`src/rtl/fifo_pkg.sv`:
```
// Shared constants and helpers for the single-clock FIFO.
// Flag decode lives here so the top and any future variants agree on thresholds.
package fifo_pkg;

  localparam string RAM_DISTRIBUTED = "distributed";
  localparam string RAM_BLOCK       = "block";

  typedef struct packed {
    logic empty;
    logic almost_empty;
    logic full;
    logic almost_full;
  } fifo_flags_t;

  function automatic int unsigned fifo_depth(input int unsigned addr_width);
    return 32'd1 << addr_width;
  endfunction

  function automatic fifo_flags_t count_to_flags(input int unsigned count,
                                                 input int unsigned depth,
                                                 input int unsigned af_val,
                                                 input int unsigned ae_val);
    fifo_flags_t f;
    f.empty        = (count == 0);
    f.almost_empty = (count <= ae_val);
    f.full         = (count == depth);
    f.almost_full  = (count + af_val >= depth);
    return f;
  endfunction

endpackage

```
`src/rtl/sync_fifo_ram.sv`:
```
// Simple dual-port RAM: one write port, one read port with a registered output.
// The output register resets to zero; the array itself is never reset.
module sync_fifo_ram
  import fifo_pkg::*;
#(
  parameter int DATA_WIDTH = 8,
  parameter int ADDR_WIDTH = 8
`ifdef XILINX_PLATFORM
  ,
  parameter string RAM_TYPE = RAM_DISTRIBUTED
`endif
) (
  input  logic                  i_clk,
  input  logic                  i_s_rst_n,
  input  logic                  i_wr_en,
  input  logic [ADDR_WIDTH-1:0] i_wr_addr,
  input  logic [DATA_WIDTH-1:0] i_wr_data,
  input  logic                  i_rd_en,
  input  logic [ADDR_WIDTH-1:0] i_rd_addr,
  output logic [DATA_WIDTH-1:0] o_rd_data
);

  localparam int unsigned DEPTH = fifo_depth(ADDR_WIDTH);

`ifdef XILINX_PLATFORM
  (* ram_style = RAM_TYPE *)
`endif
  logic [DATA_WIDTH-1:0] mem_q [DEPTH];
  logic [DATA_WIDTH-1:0] rd_data_q;

  always_ff @(posedge i_clk) begin
    if (i_wr_en) mem_q[i_wr_addr] <= i_wr_data;
  end

  // Holds its last value when no read is requested.
  always_ff @(posedge i_clk or negedge i_s_rst_n) begin
    if (!i_s_rst_n)   rd_data_q <= '0;
    else if (i_rd_en) rd_data_q <= mem_q[i_rd_addr];
  end

  assign o_rd_data = rd_data_q;

endmodule

```
`src/rtl/sync_fifo.sv`:
```
// Single-clock FIFO with registered read data and registered-state flags.
// Flags depend only on the occupancy register, never on this cycle's enables.
module sync_fifo
  import fifo_pkg::*;
#(
  parameter int DATA_WIDTH = 8,
  parameter int ADDR_WIDTH = 8,
`ifdef XILINX_PLATFORM
  parameter string RAM_TYPE = RAM_DISTRIBUTED,
`endif
  parameter int ALMOST_FULL_VAL  = 2,
  parameter int ALMOST_EMPTY_VAL = 2
) (
  input  logic                  i_clk,
  input  logic                  i_s_rst_n,
  input  logic                  i_wr_en,
  input  logic [DATA_WIDTH-1:0] i_wr_data,
  output logic                  o_almost_full,
  output logic                  o_full,
  input  logic                  i_rd_en,
  output logic [DATA_WIDTH-1:0] o_rd_data,
  output logic                  o_almost_empty,
  output logic                  o_empty,
  output logic                  o_rd_valid
);

  localparam int unsigned DEPTH = fifo_depth(ADDR_WIDTH);

  logic [ADDR_WIDTH:0] wr_ptr_q, wr_ptr_d;
  logic [ADDR_WIDTH:0] rd_ptr_q, rd_ptr_d;
  logic [ADDR_WIDTH:0] count_q,  count_d;
  logic                rd_valid_q;
  fifo_flags_t         flags;
  logic                wr_ok;
  logic                rd_ok;

  assign flags = count_to_flags(32'(count_q), DEPTH,
                                ALMOST_FULL_VAL, ALMOST_EMPTY_VAL);

  // A full FIFO refuses writes even when a read frees a slot this cycle.
  assign wr_ok = i_wr_en & ~flags.full;
  assign rd_ok = i_rd_en & ~flags.empty;

  always_comb begin
    wr_ptr_d = wr_ptr_q;
    rd_ptr_d = rd_ptr_q;
    count_d  = count_q;
    if (wr_ok) wr_ptr_d = wr_ptr_q + 1'b1;
    if (rd_ok) rd_ptr_d = rd_ptr_q + 1'b1;
    case ({wr_ok, rd_ok})
      2'b10:   count_d = count_q + 1'b1;
      2'b01:   count_d = count_q - 1'b1;
      default: count_d = count_q;
    endcase
  end

  always_ff @(posedge i_clk or negedge i_s_rst_n) begin
    if (!i_s_rst_n) begin
      wr_ptr_q   <= '0;
      rd_ptr_q   <= '0;
      count_q    <= '0;
      rd_valid_q <= 1'b0;
    end else begin
      wr_ptr_q   <= wr_ptr_d;
      rd_ptr_q   <= rd_ptr_d;
      count_q    <= count_d;
      rd_valid_q <= rd_ok;
    end
  end

  sync_fifo_ram #(
    .DATA_WIDTH (DATA_WIDTH),
    .ADDR_WIDTH (ADDR_WIDTH)
`ifdef XILINX_PLATFORM
    ,
    .RAM_TYPE   (RAM_TYPE)
`endif
  ) u_ram (
    .i_clk     (i_clk),
    .i_s_rst_n (i_s_rst_n),
    .i_wr_en   (wr_ok),
    .i_wr_addr (wr_ptr_q[ADDR_WIDTH-1:0]),
    .i_wr_data (i_wr_data),
    .i_rd_en   (rd_ok),
    .i_rd_addr (rd_ptr_q[ADDR_WIDTH-1:0]),
    .o_rd_data (o_rd_data)
  );

  assign o_empty        = flags.empty;
  assign o_almost_empty = flags.almost_empty;
  assign o_full         = flags.full;
  assign o_almost_full  = flags.almost_full;
  assign o_rd_valid     = rd_valid_q;

endmodule

```
`config.mk`:
```
export PLATFORM = sky130hd
export DESIGN_NAME = sync_fifo
export DESIGN_NICKNAME = d
export VERILOG_FILES = /design/src/rtl/fifo_pkg.sv /design/src/rtl/sync_fifo_ram.sv /design/src/rtl/sync_fifo.sv
export SDC_FILE = /design/constraint.sdc
export NUM_CORES = 2
export LEC_CHECK = 0
export ABC_CLOCK_PERIOD_IN_PS = 5050
export BUFFER_PORTS_ARGS = -buffer_cell sky130_fd_sc_hd__buf_2
export CAP_MARGIN = 5
export CORE_MARGIN = 5
export CORE_UTILIZATION = 30
export CTS_CLUSTER_SIZE = 10
export DETAILED_ROUTE_END_ITERATION = 7
export PLACE_DENSITY_LB_ADDON = 0.1
export RECOVER_POWER = 100
export SKIP_CTS_REPAIR_TIMING = 1
export SYNTH_ARGS = -nofsm -noshare
export SYNTH_HDL_FRONTEND = slang
export SYNTH_SLANG_ARGS = --single-unit
```
`constraint.sdc`:
```
create_clock -name i_clk -period 5.05 [get_ports i_clk]
set_input_delay 0.7575 -clock i_clk [delete_from_list [all_inputs] [get_ports i_clk]]
set_output_delay 0.7575 -clock i_clk [all_outputs]
set_load 0.03 [all_outputs]
```
Word level (Yosys, flattened, before mapping)
Memories as Yosys holds them, arrays and structs flattened. A register that Yosys moved wholly into a read port is not among the register bits.
Cells that the tools add are included.
{ "word_totals": {"reg_bits": 28, "mem_bits_rw": 2048, "in_bits": 12, "out_inout_bits": 13, "wordCells": 25, "n_memories": 1} }
{ "op_classes": {"addsub": 5, "magnitude_cmp": 2, "eq_ne": 3, "n_mux": 3, "bitwise": 4, "reduce_logical": 3} }
{ "mem_list": {"columns": ["memory", "depth", "word_bits", "read_ports", "rd_ports_with_merged_regs", "write_ports", "line", "source"], "rows": [
  ["u_ram.mem_q", 256, 8, 1, 1, 1, "sync_fifo_ram.sv:28", "logic [DATA_WIDTH-1:0] mem_q [DEPTH];"]
]} }
{ "ops": {"columns": ["op", "count"], "rows": [
  ["$add A9 B1 Y9 const B", 3],
  ["$pmux W9 S2", 1],
  ["$add A9 B2 Y10 const B", 1],
  ["$ge A10 B9 Y1 const B", 1],
  ["$eq A9 B9 Y1 const B", 1],
  ["$le A9 B2 Y1 const B", 1],
  ["$logic_not A9 Y1", 1],
  ["$sub A9 B1 Y9 const B", 1],
  ["$and A1 B1 Y1", 2],
  ["$eq A2 B1 Y1 const B", 1],
  ["$eq A2 B2 Y1 const B", 1],
  ["$mux W1", 2],
  ["$not A1 Y1", 2],
  ["$reduce_bool A2 Y1", 1],
  ["$logic_not A1 Y1", 1]
]} }

Depth between registers and ports, before layout
{ "depth": {"word_depth": 5, "depth_mapped": 15, "mapped_depth_nobuf": 14} }

Hierarchy
A second synthesis with hierarchy kept.
{ "hier_totals": {"hier_cells": 3944, "area_unflattened_um2": 81415.6} }
{ "by_module_without_submodules": {"columns": ["mod", "n_inst", "cells_each", "area_each_um2", "seq_area_each_um2"], "rows": [
  ["sync_fifo_ram", 1, 3816, 79961.7, 61699.2],
  ["sync_fifo", 1, 128, 1453.9, 650.6]
]} }

Worst setup path before layout
OpenSTA, ideal clock, no wires.
{ "synth_path": {"path_kind": "reg-to-reg", "startpoint": "reg count_q[1]", "endpoint": "reg count_q[8]", "setup_ns": 0.080, "t_arrival_ns": 3.533, "required_time_ns": 4.970, "slack_ns": 1.437, "stages_incl_launch_ff": 15, "path_buffers": 1, "synth_period_minus_slack_ns": 3.613, "cell_sequence": "dfrtp_1 > or4_4 > or3_1 > and2_1 > buf_6 > inv_1 > ha_1 > ha_1 > nor2b_1 > o21ai_0 > a21boi_0 > o21a_1 > o41ai_1 > mux2i_1 > xnor2_1"} }
{ "synth_between": {"elab_chain_len": 5, "elab_cells_between_ends": 12, "classes_between": "2 x add/sub; 3 x eq/ne; 1 x mux; 4 x bitwise; 2 x reduce/logical"} }
{ "synth_lines": {"columns": ["element", "line", "source"], "rows": [
  ["from (decl)", "sync_fifo.sv:31", "logic [ADDR_WIDTH:0] count_q, count_d;"],
  ["from (signal assigned)", "sync_fifo.sv:66", "count_q <= count_d;"],
  ["branches (longest 5 deep; another with $sub A9 B1 Y9)", null, null]
]} }
Parallel ways; which one is timed is not known.
A chain may end at the register's enable or synchronous reset.

Final worst setup path
{ "layout_path": {"startpoint": "reg count_q[5]", "endpoint": "mem u_ram.mem_q[224][2] (enable)"} }
{ "layout_between": {"elab_chain_len": 5} }
{ "layout_lines": {"columns": ["element", "line", "source"], "rows": [
  ["$eq A9 B9 Y1", "fifo_pkg.sv:26", "f.full = (count == depth);"],
  ["$not A1 Y1", "sync_fifo.sv:41", "assign wr_ok = i_wr_en & ~flags.full;"],
  ["$and A1 B1 Y1", "sync_fifo.sv:41", null],
  ["$mux W1", "sync_fifo_ram.sv:32", "if (i_wr_en) mem_q[i_wr_addr] <= i_wr_data;"],
  ["$mux W1 (implied by the code)", "sync_fifo_ram.sv:32", null],
  ["to (decl)", "sync_fifo_ram.sv:28", null]
]} }
No other way between the ends.

==> flow_summary.toml <==
[cells_and_area]
drive_gt1_frac = 0.216
area_delta_synth_final_pct = 14.4
nNetsFinal = 4119
multi_input_area_sq_um = 17400
fillers = 25300
register_area_sq_um = 62400

[yosys]
netlist_area_sq_um = 81200
yosysTopAreaCellShare = 0.758
synth_edf_count = 2048
syn_area_per_cell_sq_um = 21.3
synth_seq_area_share = 0.768
ys_warn_count = 0
synthDistinctLibCells = 73
netlist_instances = 3812
async_flop_share = 0.0163
syn-num-nets = 3838
synth_seq_cells = 2082
synth_area_leaders = "edfxtp_1, mux4_2, mux2i_1"
netlist.top_cell.by_area = "edfxtp_1"
synth_flop_cell = "edfxtp_1"

[clock_network]
root_buffer = "clkbuf_16"
ctsLongestPathBuffers = 3
cts_tree = "yes"
ctsHtreeMaxLevel = 4
cts_made_buffers = 236
clock_latency_ps = 890
clkTransAtPathRegs_ps = 60
clkSinkCount = 2082

[placed_design]
dp_hpwl_um = 152000
port-buffer-count = 24
post-place-ws_ps = 918
gp_congestion = 0.788

[global_route]
first_global_vias = 40800
grtUsageMet3 = 0.0272
grt-busiest-layer = "met2"
grt_max_degree = 145
met2_usage = 0.278
met1_usage = 0.248
grt_usage = 0.174
antenna_found_initial = 26
overflow = 0
grt_pass1_wl_um = 341000

[die]
initial_utilization = 0.301
core_sq_um = 270000
ios = 25
die-area_sq_um = 281000
die_w_um = 530
die_h_um = 530
row_count = 191

[worst_hold_path]
hold_path_class = "primary input to register"
hold_start = "i_wr_data[1]"

[run_status]
status = "complete, but fails checks"
violations = "max-capacitance violations, max-slew violations"

[pwr]
p_leak_nw = 28.4
net-switching-power_w = 0.0157
p_int_w = 0.0333
power_frac_comb = 0.284
power_density_nw_per_um2 = 527
p_clk_frac = 0.313
p_sw_frac = 0.321
p_seq_frac = 0.403
ir_drop_v = 0.000358

[worst_setup_path]
cp_data_arrival_time_ps = 5120
crit_start = "count_q[5]"
required_ps = 5560
worstSetupEndpointType = "register"
start_kind = "register"
critical_path_class = "register to register"
cp_max_fo = 11
timing.rr.start = "count_q[5]"

[timing]
slew_viol_final = 898
relSlewSlack = -2.07
setup_viol = 0
worst_pin_slew_ps = 4600
hold_viol = 0
max_freq_ghz = 0.217
setup_tns_ps = 0
min_period_ps = 4610
timing.final.ws_setup_ps = 437
fin_crit_sh = 0.914
finClkSkew_ps = 61.0
rsz0062_at_grt = "false"

[drt]
dr_total_vias = 39500
via_per_inst = 5.07
drt_iter0_markers = 3768
wl_per_cell_um = 31.6
detail-route-antenna-nets = 0
routed_wl_um = 246000
drtPass1Iterations = 5
drc = 0

[flow_run]
cap_violations = 12
[cells in the mapped netlist, types with 8 or more instances]
cell type	number
nand3_1	39
buf_6	31
a221oi_1	35
mux4_2	479
nor2_1	290
buf_4	28
buf_1	10
dfrtp_1	34
edfxtp_1	2048
o221ai_1	20
xnor2_1	16
a31oi_1	10
mux2i_1	152
ha_1	13
mux4_1	17
nand2b_1	9
buf_2	63
nor2b_1	10
clkbuf_1	80
a22o_1	8
inv_1	17
nand2_1	113
o21ai_0	63
o22ai_1	30
a22oi_1	48
a21oi_1	15
nor3_1	19
[worst paths after layout]
kind                                             to  slack (ps)  cells past startpoint
worst max-delay path            u_ram.mem_q[224][2]         440                      9
worst min register to register           count_q[0]         530                      1
worst min-delay path             u_ram.mem_q[76][1]         410                      1
min in group asynchronous                count_q[7]        1280                      3
worst max register to register  u_ram.mem_q[224][2]         440                      9
max in group asynchronous               rd_ptr_q[0]        1920                      3
[cell type report]
class                      count  area share
antenna                        8    0.000216
clock buffer                 311      0.0671
clock inverter                32     0.00466
inverter                      18    0.000781
multi-input combinational   1493       0.188
sequential                  2082       0.672
tap                         3570      0.0481
timing repair buffer         262      0.0197
[critical path, stage by stage, from the launching register on]
cell and delay [ps]:
dfrtp_1 390, or4_1 200, or3_1 140, and2_0 420
inv_1 160, nor3_1 520, nand2_1 640, clkbuf_2 620
nor2_1 540, clkbuf_1 570
[layer usage]
layer	share of wire	vias to the layer above
li1	-	16400
met1	0.45	21600
met2	0.48	1102
met3	0.051	291
met4	0.022	0
met5	0	-
[flip-flops by register name, indices dropped and copies added (netlist names)]
name and cells:
u_ram.mem_q 2048, count_q 9, rd_ptr_q 8, u_ram.o_rd_data 8, wr_ptr_q 8, o_rd_valid 1
[layout by cell type (no fill, tap or decap), drive strengths merged, types with 30 or more instances in the layout]
master / Yosys / routed
edfxtp: 2048 / 2048
mux4: 496 / 496
clkbuf: 80 / 451
nor2: 290 / 290
mux2i: 152 / 152
buf: 139 / 119
nand2: 117 / 117
o21ai: 69 / 69
a22oi: 48 / 48
nand3: 39 / 39
a221oi: 37 / 37
dfrtp: 34 / 34
o22ai: 30 / 30
[kinds of logic after synthesis]
logic type / Yosys count / synth area share
muxes: 652 / 0.158
buffers and inverters: 237 / 0.0173
adders and majority gates: 14 / 0.00225
DFF: 2082 / 0.768
and+or+nand+nor: 518 / 0.0271
AOI/OAI and AO/OA: 289 / 0.0254
xor gates and xnor gates: 20 / 0.00216
[power groups by stage]
stage               logic, W  clock network [W]  registers, W
finish                0.0139             0.0153        0.0197
global route          0.0147             0.0165        0.0198
CTS                   0.0144             0.0158        0.0197
detailed placement    0.0143                  0        0.0201
global placement      0.0144                  0        0.0201
floorplan            0.00858                  0        0.0198
[stage by stage]
| stage | area, sq um | hold slack [ps] | util | power (W) | cells |
|---|---|---|---|---|---|
| 3_5_place_dp | 86800 | 520 | 0.321 | 0.0344 | 7424 |
| 4_1_cts | 93500 | -141 | 0.346 | 0.0499 | 7767 |
| 2_1_floorplan | 81200 | 462 | - | 0.0284 | 3812 |
| 3_3_place_gp | 86800 | 526 | 0.321 | 0.0345 | 7424 |
| 6_report | 92900 | 406 | 0.344 | 0.0490 | 7776 |
| 5_1_grt | 92900 | 387 | 0.344 | 0.0510 | 7774 |
(Power assumes the default switching activity.)
